[src/rtl/score_pkg.sv]
// Shared state encoding and BCD constants for the score display path.
// Imported by score_ctrl and bcd_add_sat.
package score_pkg;

  typedef enum logic [1:0] {
    ST_IDLE   = 2'd0,
    ST_PLAY   = 2'd1,
    ST_FLASH  = 2'd2,
    ST_REVIEW = 2'd3
  } state_e;

  localparam logic [7:0] BCD_MAX = 8'h99;
  localparam logic [3:0] PTS_DEF = 4'd1;

endpackage

[src/rtl/bcd_add_sat.sv]
// Two-digit BCD adder with a single-digit addend.
// The sum saturates at 99 instead of wrapping.
module bcd_add_sat
  import score_pkg::*;
(
  input  logic [7:0] a_i,
  input  logic [3:0] b_i,
  output logic [7:0] sum_o
);

  logic [4:0] ones_raw;
  logic       carry;
  logic [3:0] ones_adj;
  logic [4:0] tens;

  assign ones_raw = {1'b0, a_i[3:0]} + {1'b0, b_i};
  assign carry    = ones_raw > 5'd9;
  assign ones_adj = carry ? 4'(ones_raw - 5'd10)
                          : ones_raw[3:0];
  assign tens     = {1'b0, a_i[7:4]} + {4'b0, carry};
  assign sum_o    = (tens > 5'd9) ? BCD_MAX
                                  : {tens[3:0], ones_adj};

endmodule

[src/rtl/score_ctrl.sv]
// Score/high-score keeper and display sequencer for the 7-seg path.
// SCORE_HIGH_EN enables the high-score register and REVIEW alternation.
module score_ctrl
  import score_pkg::*;
#(
  parameter int TICK_DIV  = 50000000,
  parameter int BLINK_CNT = 6,
  parameter int ALT_TICKS = 4,
  parameter int BONUS_PTS = 5
) (
  input  logic       I_clk,
  input  logic       I_rst_n,
  input  logic       I_start,
  input  logic       I_eat,
  input  logic       I_bonus,
  input  logic       I_game_over,
  output logic [7:0] O_score,
  output logic       O_blank,
  output logic [7:0] O_high,
  output logic [1:0] O_state
);

  localparam int CW = $clog2(TICK_DIV);
  localparam logic [CW-1:0] CNT_MAX = CW'(TICK_DIV - 1);
  localparam logic [4:0] FLASH_END = 5'(2 * BLINK_CNT);
  localparam logic [4:0] ALT_END   = 5'(ALT_TICKS);
  localparam logic [3:0] BONUS     = 4'(BONUS_PTS);

`ifdef SCORE_HIGH_EN
  localparam bit HIGH_EN = 1'b1;
`else
  localparam bit HIGH_EN = 1'b0;
`endif

  state_e        state_q, state_d;
  logic [7:0]    score_q, score_d;
  logic [7:0]    high_q;
  logic [CW-1:0] cnt_q, cnt_d;
  logic [4:0]    ph_q, ph_d;
  logic          blank_q, blank_d;
  logic          alt_q, alt_d;
  logic [7:0]    o_score_q, o_score_d;
  logic          o_blank_q;
  logic [7:0]    o_high_q;
  logic [1:0]    o_state_q;

  logic [3:0] addend;
  logic [7:0] score_inc;
  logic       tick;

  assign addend = I_bonus ? BONUS : PTS_DEF;
  assign tick   = cnt_q == CNT_MAX;

  bcd_add_sat u_add (
    .a_i  (score_q),
    .b_i  (addend),
    .sum_o(score_inc)
  );

  always_comb begin
    state_d = state_q;
    score_d = score_q;
    blank_d = blank_q;
    alt_d   = alt_q;
    ph_d    = ph_q;
    if (I_start) begin
      state_d = ST_PLAY;
      score_d = '0;
      blank_d = 1'b0;
      alt_d   = 1'b0;
      ph_d    = '0;
    end else begin
      unique case (state_q)
        ST_IDLE: ;
        ST_PLAY: begin
          if (I_eat) score_d = score_inc;
          if (I_game_over) begin
            state_d = ST_FLASH;
            blank_d = 1'b0;
            ph_d    = '0;
          end
        end
        ST_FLASH: begin
          if (tick) begin
            if (ph_q + 5'd1 == FLASH_END) begin
              state_d = ST_REVIEW;
              blank_d = 1'b0;
              alt_d   = 1'b0;
              ph_d    = '0;
            end else begin
              blank_d = ~blank_q;
              ph_d    = ph_q + 5'd1;
            end
          end
        end
        ST_REVIEW: begin
          if (tick) begin
            if (ph_q + 5'd1 == ALT_END) begin
              ph_d  = '0;
              alt_d = ~alt_q;
            end else begin
              ph_d = ph_q + 5'd1;
            end
          end
        end
        default: ;
      endcase
    end
  end

  // Tick phase restarts on every state change
  always_comb begin
    cnt_d = cnt_q + CW'(1);
    if (state_d != state_q || tick) cnt_d = '0;
  end

  always_comb begin
    o_score_d = score_q;
    unique case (state_q)
      ST_IDLE:   o_score_d = high_q;
      ST_PLAY:   o_score_d = score_q;
      ST_FLASH:  o_score_d = score_q;
      ST_REVIEW: o_score_d = (HIGH_EN && alt_q) ? high_q
                                                : score_q;
      default:   o_score_d = score_q;
    endcase
  end

  always_ff @(posedge I_clk) begin
    if (!I_rst_n) begin
      state_q   <= ST_IDLE;
      score_q   <= '0;
      cnt_q     <= '0;
      ph_q      <= '0;
      blank_q   <= 1'b0;
      alt_q     <= 1'b0;
      o_score_q <= '0;
      o_blank_q <= 1'b0;
      o_high_q  <= '0;
      o_state_q <= ST_IDLE;
    end else begin
      state_q   <= state_d;
      score_q   <= score_d;
      cnt_q     <= cnt_d;
      ph_q      <= ph_d;
      blank_q   <= blank_d;
      alt_q     <= alt_d;
      o_score_q <= o_score_d;
      o_blank_q <= blank_q;
      o_high_q  <= high_q;
      o_state_q <= state_q;
    end
  end

`ifdef SCORE_HIGH_EN
  logic [7:0] high_d;

  always_comb begin
    high_d = high_q;
    if (state_q == ST_PLAY && state_d == ST_FLASH
        && score_d > high_q)
      high_d = score_d;
  end

  always_ff @(posedge I_clk) begin
    if (!I_rst_n) high_q <= '0;
    else          high_q <= high_d;
  end
`else
  assign high_q = 8'h00;
`endif

  assign O_score = o_score_q;
  assign O_blank = o_blank_q;
  assign O_high  = o_high_q;
  assign O_state = o_state_q;

endmodule
[config.mk]
export PLATFORM = sky130hd
export DESIGN_NAME = score_ctrl
export DESIGN_NICKNAME = d
export VERILOG_FILES = /design/src/rtl/score_pkg.sv /design/src/rtl/bcd_add_sat.sv /design/src/rtl/score_ctrl.sv
export SDC_FILE = /design/constraint.sdc
export NUM_CORES = 1
export LEC_CHECK = 0
export CAP_MARGIN = 20
export CORE_MARGIN = 2
export CORE_UTILIZATION = 50
export CTS_BUF_LIST = sky130_fd_sc_hd__clkbuf_16
export CTS_CLUSTER_DIAMETER = 100
export DETAILED_ROUTE_END_ITERATION = 7
export GPL_TIMING_DRIVEN = 0
export PLACE_DENSITY = 0.74
export SYNTH_ARGS = -nofsm -noshare
export SYNTH_HDL_FRONTEND = slang
export SYNTH_SLANG_ARGS = --single-unit
[constraint.sdc]
create_clock -name I_clk -period 3.5 [get_ports I_clk]
set_input_delay 0.7 -clock I_clk [delete_from_list [all_inputs] [get_ports I_clk]]
set_output_delay 0.7 -clock I_clk [all_outputs]
set_load 0.005 [all_outputs]
### Word level (Yosys, flattened, before mapping)

Cells that the tools add are included.

| cells by class | value |
|---|---|
| add/sub/neg operators | 5 |
| order comparisons | 2 |
| eq/ne operators | 10 |
| muxes and demuxes | 19 |
| bitwise logic cells | 2 |
| reduce and logical (&&, ||, !) cells | 10 |

Operators by type and width:

| cell | count |
|---|---|
| adder 26 x 1 -> 26 bit, second input constant | 1 |
| == test 26 bit, second input constant | 1 |
| 2-to-1 mux 5 bit | 5 |
| case mux 8 bit (2 select lines) | 1 |
| case mux 5 bit (3 select lines) | 1 |
| > comparator 5 x 4 -> 1 bit, second input constant | 2 |
| 2-to-1 mux 2 bit | 4 |
| 2-to-1 mux 8 bit | 1 |
| != test 2 bit, second input constant | 3 |
| adder 4 x 1 -> 5 bit | 1 |
| adder 4 x 3 -> 5 bit | 1 |
| adder 5 x 1 -> 5 bit, second input constant | 1 |
| == test 5 x 3 -> 1 bit, second input constant | 1 |
| == test 5 x 4 -> 1 bit, second input constant | 1 |
| == test 2 bit, second input constant | 2 |
| 2-to-1 mux 4 bit | 1 |
| case mux 2 bit (2 select lines) | 1 |
| AND reduction 4 bit | 1 |
| OR reduction 2 bit | 2 |
| subtractor 4 bit, second input constant | 1 |
| 2-to-1 mux 1 bit | 3 |
| 2-to-1 mux 3 bit | 1 |
| AND reduction 3 bit | 1 |
| nonzero test 3 bit | 1 |
| other kinds (9) | 10 |

| word-level totals | value |
|---|---|
| bits in registers | 53 |
| output and inout bits | 19 |
| word-level logic and storage cells | 56 |

### Longest topological paths before layout

Gate-level depths: netlist (run 1).

| depth | value |
|---|---|
| word-level depth | 9 |
| mapped depth | 14 |

### Hierarchy

A second synthesis (run 1) with hierarchy kept.

| unflattened totals | value |
|---|---|
| cell total of the unflattened synthesis | 333 |
| area total of the unflattened synthesis | 2,820.2 µm² |

By module, submodules not included:

| module | times used | cells each | area an instance (µm²) |
|---|---|---|---|
| score_ctrl | 1 | 270 | 2,383.5 |
| bcd_add_sat | 1 | 63 | 436.7 |

### Worst setup path before layout (run 1)

OpenSTA, ideal clock, no wires.

| timing | value |
|---|---|
| kind | input-to-reg |
| start point | input port I_bonus |
| end point | register score_q[1] |
| setup time | 106 ps |
| data arrival time | 3,420 ps |
| path slack | -26 ps |
| stages | 12 |
| buffers on the path | 0 |
| path through | ha_1 > xnor2_1 > ha_1 > o21ai_0 > a31o_2 > ha_1 > ha_1 > nand3b_1 > a211o_1 > o31a_1 > or4_1 > o311ai_0 |

| between the ends | value |
|---|---|
| word-level cells in the longest chain between the ends | 6 |
| elaborated cells on any way between the ends | 7 |

Ends and longest elaborated chain:

| what | line | text |
|---|---|---|
| start: declaration | score_ctrl.sv:15 | `input logic I_bonus,` |
| 2-to-1 mux 3 bit * | score_ctrl.sv:51 | `assign addend = I_bonus ? BONUS : PTS_DEF;` |
| adder 4 x 3 -> 5 bit * | bcd_add_sat.sv:16 | `assign ones_raw = {1'b0, a_i[3:0]} + {1'b0, b_i};` |
| > comparator 5 x 4 -> 1 bit * | bcd_add_sat.sv:17 | `assign carry = ones_raw > 5'd9;` |
| adder 4 x 1 -> 5 bit | bcd_add_sat.sv:20 | `assign tens = {1'b0, a_i[7:4]} + {4'b0, carry};` |
| > comparator 5 x 4 -> 1 bit | bcd_add_sat.sv:21 | `assign sum_o = (tens > 5'd9) ? BCD_MAX` |
| 2-to-1 mux 8 bit * | bcd_add_sat.sv:21 |  |
| end signal: assignment | score_ctrl.sv:143 | `score_q <= score_d;` |
| end: declaration | score_ctrl.sv:36 | `logic [7:0] score_q, score_d;` |

Mark *: on every way between the ends. The rest lies on a longest branch, timed or not.
A chain may end at the register's enable or synchronous reset.

### Final worst setup path (run 1)

Same ends and word-level chain as after synthesis.

==> flow_summary.toml, run 1 <==
[die]
core.rowCount = 26
io-pin-count = 25
die_area_mm2 = 0.00606
core_area_mm2 = 0.00517
dieWidth_um = 77.9
initial_core_util = 0.527
die_y_um = 77.9

[finish]
final_layout_size_suffix_gt1_frac = 0.107
final_nets = 366
fillers = 439
regArea_mm2 = 0.00106
multi_input_area_mm2 = 0.00160
insertedDiodeCount = 0
areaGrowthSynthToFinish_pct = 18.5

[cts]
numCtsBuffers = 5
clk_latency_ns = 0.28
path_clk_slew_ns = 0.06
hold_buffers = 0
cts_tree = "built"
ctsRootBufferMaster = "clkbuf_16"
cts.path.max_buffers = 2
cts_sinks = 53
htreeDepth = 2

[routing]
top_layer_used = "met4"
ant_nets = 0
wl_per_cell_um = 12.2
wl_met3_um = 169
wl_um = 5100
first_iter_violations = 161
drc = 0
vias_per_cell = 5.34
drt_pass1_iterations = 4
vias = 2227
wl_met1_um = 2580
dr_wl_met2_um = 2320

[global_routing]
grt_max_degree = 16
antenna_found_initial = 0
grt_overflow = 0
grt_pass1_wl_um = 9190
grt_pass1_vias = 2068
track_usage = 0.183

[synth]
netlist_area_mm2 = 0.00273
synth_top_area_share = 0.389
synth_cells = 315
ys_seq_elements = 53
synth_area_leaders = "dfxtp_1 (39%), xnor2_1 (6.7%), nor2_1 (6.5%)"
yosysUniqueCellTypes = 58
synth_enable_flop_cells = 0
avgSynthCellArea_um2 = 8.66
ys_seq_area_frac = 0.389
yosys.area.top_type = "dfxtp_1"
synth_ff_type = "dfxtp_1"
ys_warn_count = 0
async_reset_ff_frac = 0

[sta]
fin_crit_sh = 0.939
finalMaxSlewViolations = 0
hold_viol_final = 0
fmax_mhz = 304
setup_violations = 0
fin_skew_ns = 0.00317
rsz0062_at_grt = "no"
whs_ns = 0.459
worstMarginPinSlew_ns = 0.537
finalCriticalPeriod_ns = 3.29
fin_ws_ns = 0.213
slew_headroom = 0.637

[critical_path]
reg2reg_from = "score_q[0]$_SDFFE_PP0P_"
end_kind = "flop"
required_ns = 3.67
critPathKind = "primary input to flop"
cp_max_fo = 5
r2r-end = "score_q[1]$_SDFFE_PP0P_"
reg2reg_depth = 14
worstPathArrival_ns = 3.46
crit_path_start_kind = "primary input"
r2r_slack_ns = 0.43

[power_and_ir_drop]
total_power_mw = 1.24
powerDensity_mw_per_mm2 = 385
p_leak_nw = 1.12
irDropWorstVdd_v = 0.000290

[worst_hold_path]
hp-start = "cnt_q[0]$_SDFF_PP0_"
whs_endpoint = "cnt_q[0]$_SDFF_PP0_"
hp-class = "flop to flop"
hold_depth = 1

[placement]
hpwl_um = 3670
io_buffers = 16
place.gp.congestion = 0.805
place_ws_ns = -0.582

[status]
status = "complete, no violations"

[job]
drv_cap = 0
==> state kept, by name, summed over array words and instances (netlist names) <==
| register | cells |
|---|---|
| O_blank | 1 |
| score_q | 8 |
| O_score | 8 |
| blank_q | 1 |
| ph_q | 5 |
| state_q | 2 |
| cnt_q | 26 |
| O_state | 2 |
==> power breakdown <==
part,leakage [nW],internal (mW),switching [mW]
registers,0.428,0.609,0.00609
clock network,0.0826,0.332,0.197
logic,0.608,0.0437,0.0561
==> how the worst max path moves through the flow <==
| stage | from | end | slack (ns) |
|---|---|---|---|
| 6_report | I_bonus | score_q[1]$_SDFFE_PP0P_ | 0.21 |
| 5_1_grt | I_bonus | score_q[1]$_SDFFE_PP0P_ | 0.03 |
| 4_1_cts | I_bonus | score_q[1]$_SDFFE_PP0P_ | 0.21 |
| 3_5_place_dp | I_bonus | score_q[1]$_SDFFE_PP0P_ | -0.58 |
| 3_3_place_gp | I_bonus | score_q[1]$_SDFFE_PP0P_ | -0.54 |
| 2_1_floorplan | I_bonus | score_q[1]$_SDFFE_PP0P_ | 0.06 |
==> cells by family (layout without fill, tap and decap cells) <==
| family | after synthesis | after routing | synth area share |
|---|---|---|---|
| xor gates and xnor gates | 26 | 26 | 0.0835 |
| buffers and inverters | 31 | 56 | 0.0583 |
| other | 1 | 8 | 0.00137 |
| adders and majority gates | 14 | 14 | 0.0642 |
| AOI/OAI and AO/OA | 47 | 47 | 0.124 |
| and+or+nand+nor | 141 | 141 | 0.272 |
| muxes | 2 | 2 | 0.00734 |
| DFF | 53 | 53 | 0.389 |
==> final cells by class <==
cell class | count | share of cell area
Tap cell | 70 | 0.0271
Clock buffer | 5 | 0.0387
Buffer | 15 | 0.0306
Clock inverter | 3 | 0.0116
Timing Repair Buffer | 17 | 0.0515
Sequential cell | 53 | 0.328
Inverter | 16 | 0.0186
Multi-Input combinational cell | 238 | 0.494
==> cell usage after synthesis (all sizes together) (3+ instances only) <==
cell / instances
dfxtp: 53
inv: 16
and3: 5
o31ai: 3
nand2: 19
a21oi: 10
buf: 13
nor4: 3
o21ai: 6
or4: 5
o21bai: 3
nand4: 9
nor2: 47
xnor2: 21
nor3: 12
a211o: 3
xor2: 5
nor2b: 5
nand3: 11
ha: 14
a31oi: 4
and2: 12
==> cell usage in the layout (no fill, tap or decap), types with 3 or more instances in the layout <==
master,synthesis,layout
ha_1,14,10
ha_4,0,3
nor2b_1,5,5
nor3_1,12,12
and2_1,12,12
nand4_1,9,9
nand3_1,11,11
xor2_1,5,5
a21oi_1,9,9
clkbuf_16,0,5
inv_1,16,17
nand2_1,19,19
nor2_1,47,47
clkdlybuf4s50_1,0,15
conb_1,1,8
a31oi_1,4,4
dfxtp_1,53,53
buf_4,11,12
or4_1,4,4
and3_1,4,4
o31ai_1,3,3
o21bai_1,3,3
xnor2_1,21,20
o21ai_0,6,5
==> per-stage QoR <==
stage,cells,TNS [ns],cell area (µm²),util
after global routing,417,0,3230,0.625
after global placement,408,-1.77,3010,0.582
after CTS,417,0,3230,0.625
after detailed placement,408,-1.89,3010,0.582
final,417,0,3230,0.625
after floorplan,322,0,2760,-
==> layer usage <==
metal / vias to the layer above / global-route usage
met3: 2 / 0.0314
met1: 1039 / 0.251
li1: 1143 / -
met5: - / 0
met2: 43 / 0.298
met4: 0 / 0.0464
==> repair_timing <==
item                       in CTS  in global routing
setup buffers                   1                  0
gates resized for setup         9                  0
setup endpoints to repair       5                  0
==> worst max-delay path, stage by stage <==
cell and delay, ns:
dlygate4sd2_1 0.26, ha_4 0.27, xnor2_4 0.22, ha_2 0.22, o21ai_2 0.06, a31o_2 0.27
ha_4 0.18, ha_4 0.22, nand3b_1 0.15, a211o_1 0.31, o31a_1 0.11, or4_1 0.39
o311ai_0 0.10
(Power assumes the default switching activity.)
==> inputs of run 2 (changes only) <==
- ABC_CLOCK_PERIOD_IN_PS: default -> 3500
==> results of run 2 <==
Final layout, timing and power as in run 1 (identical DEF).
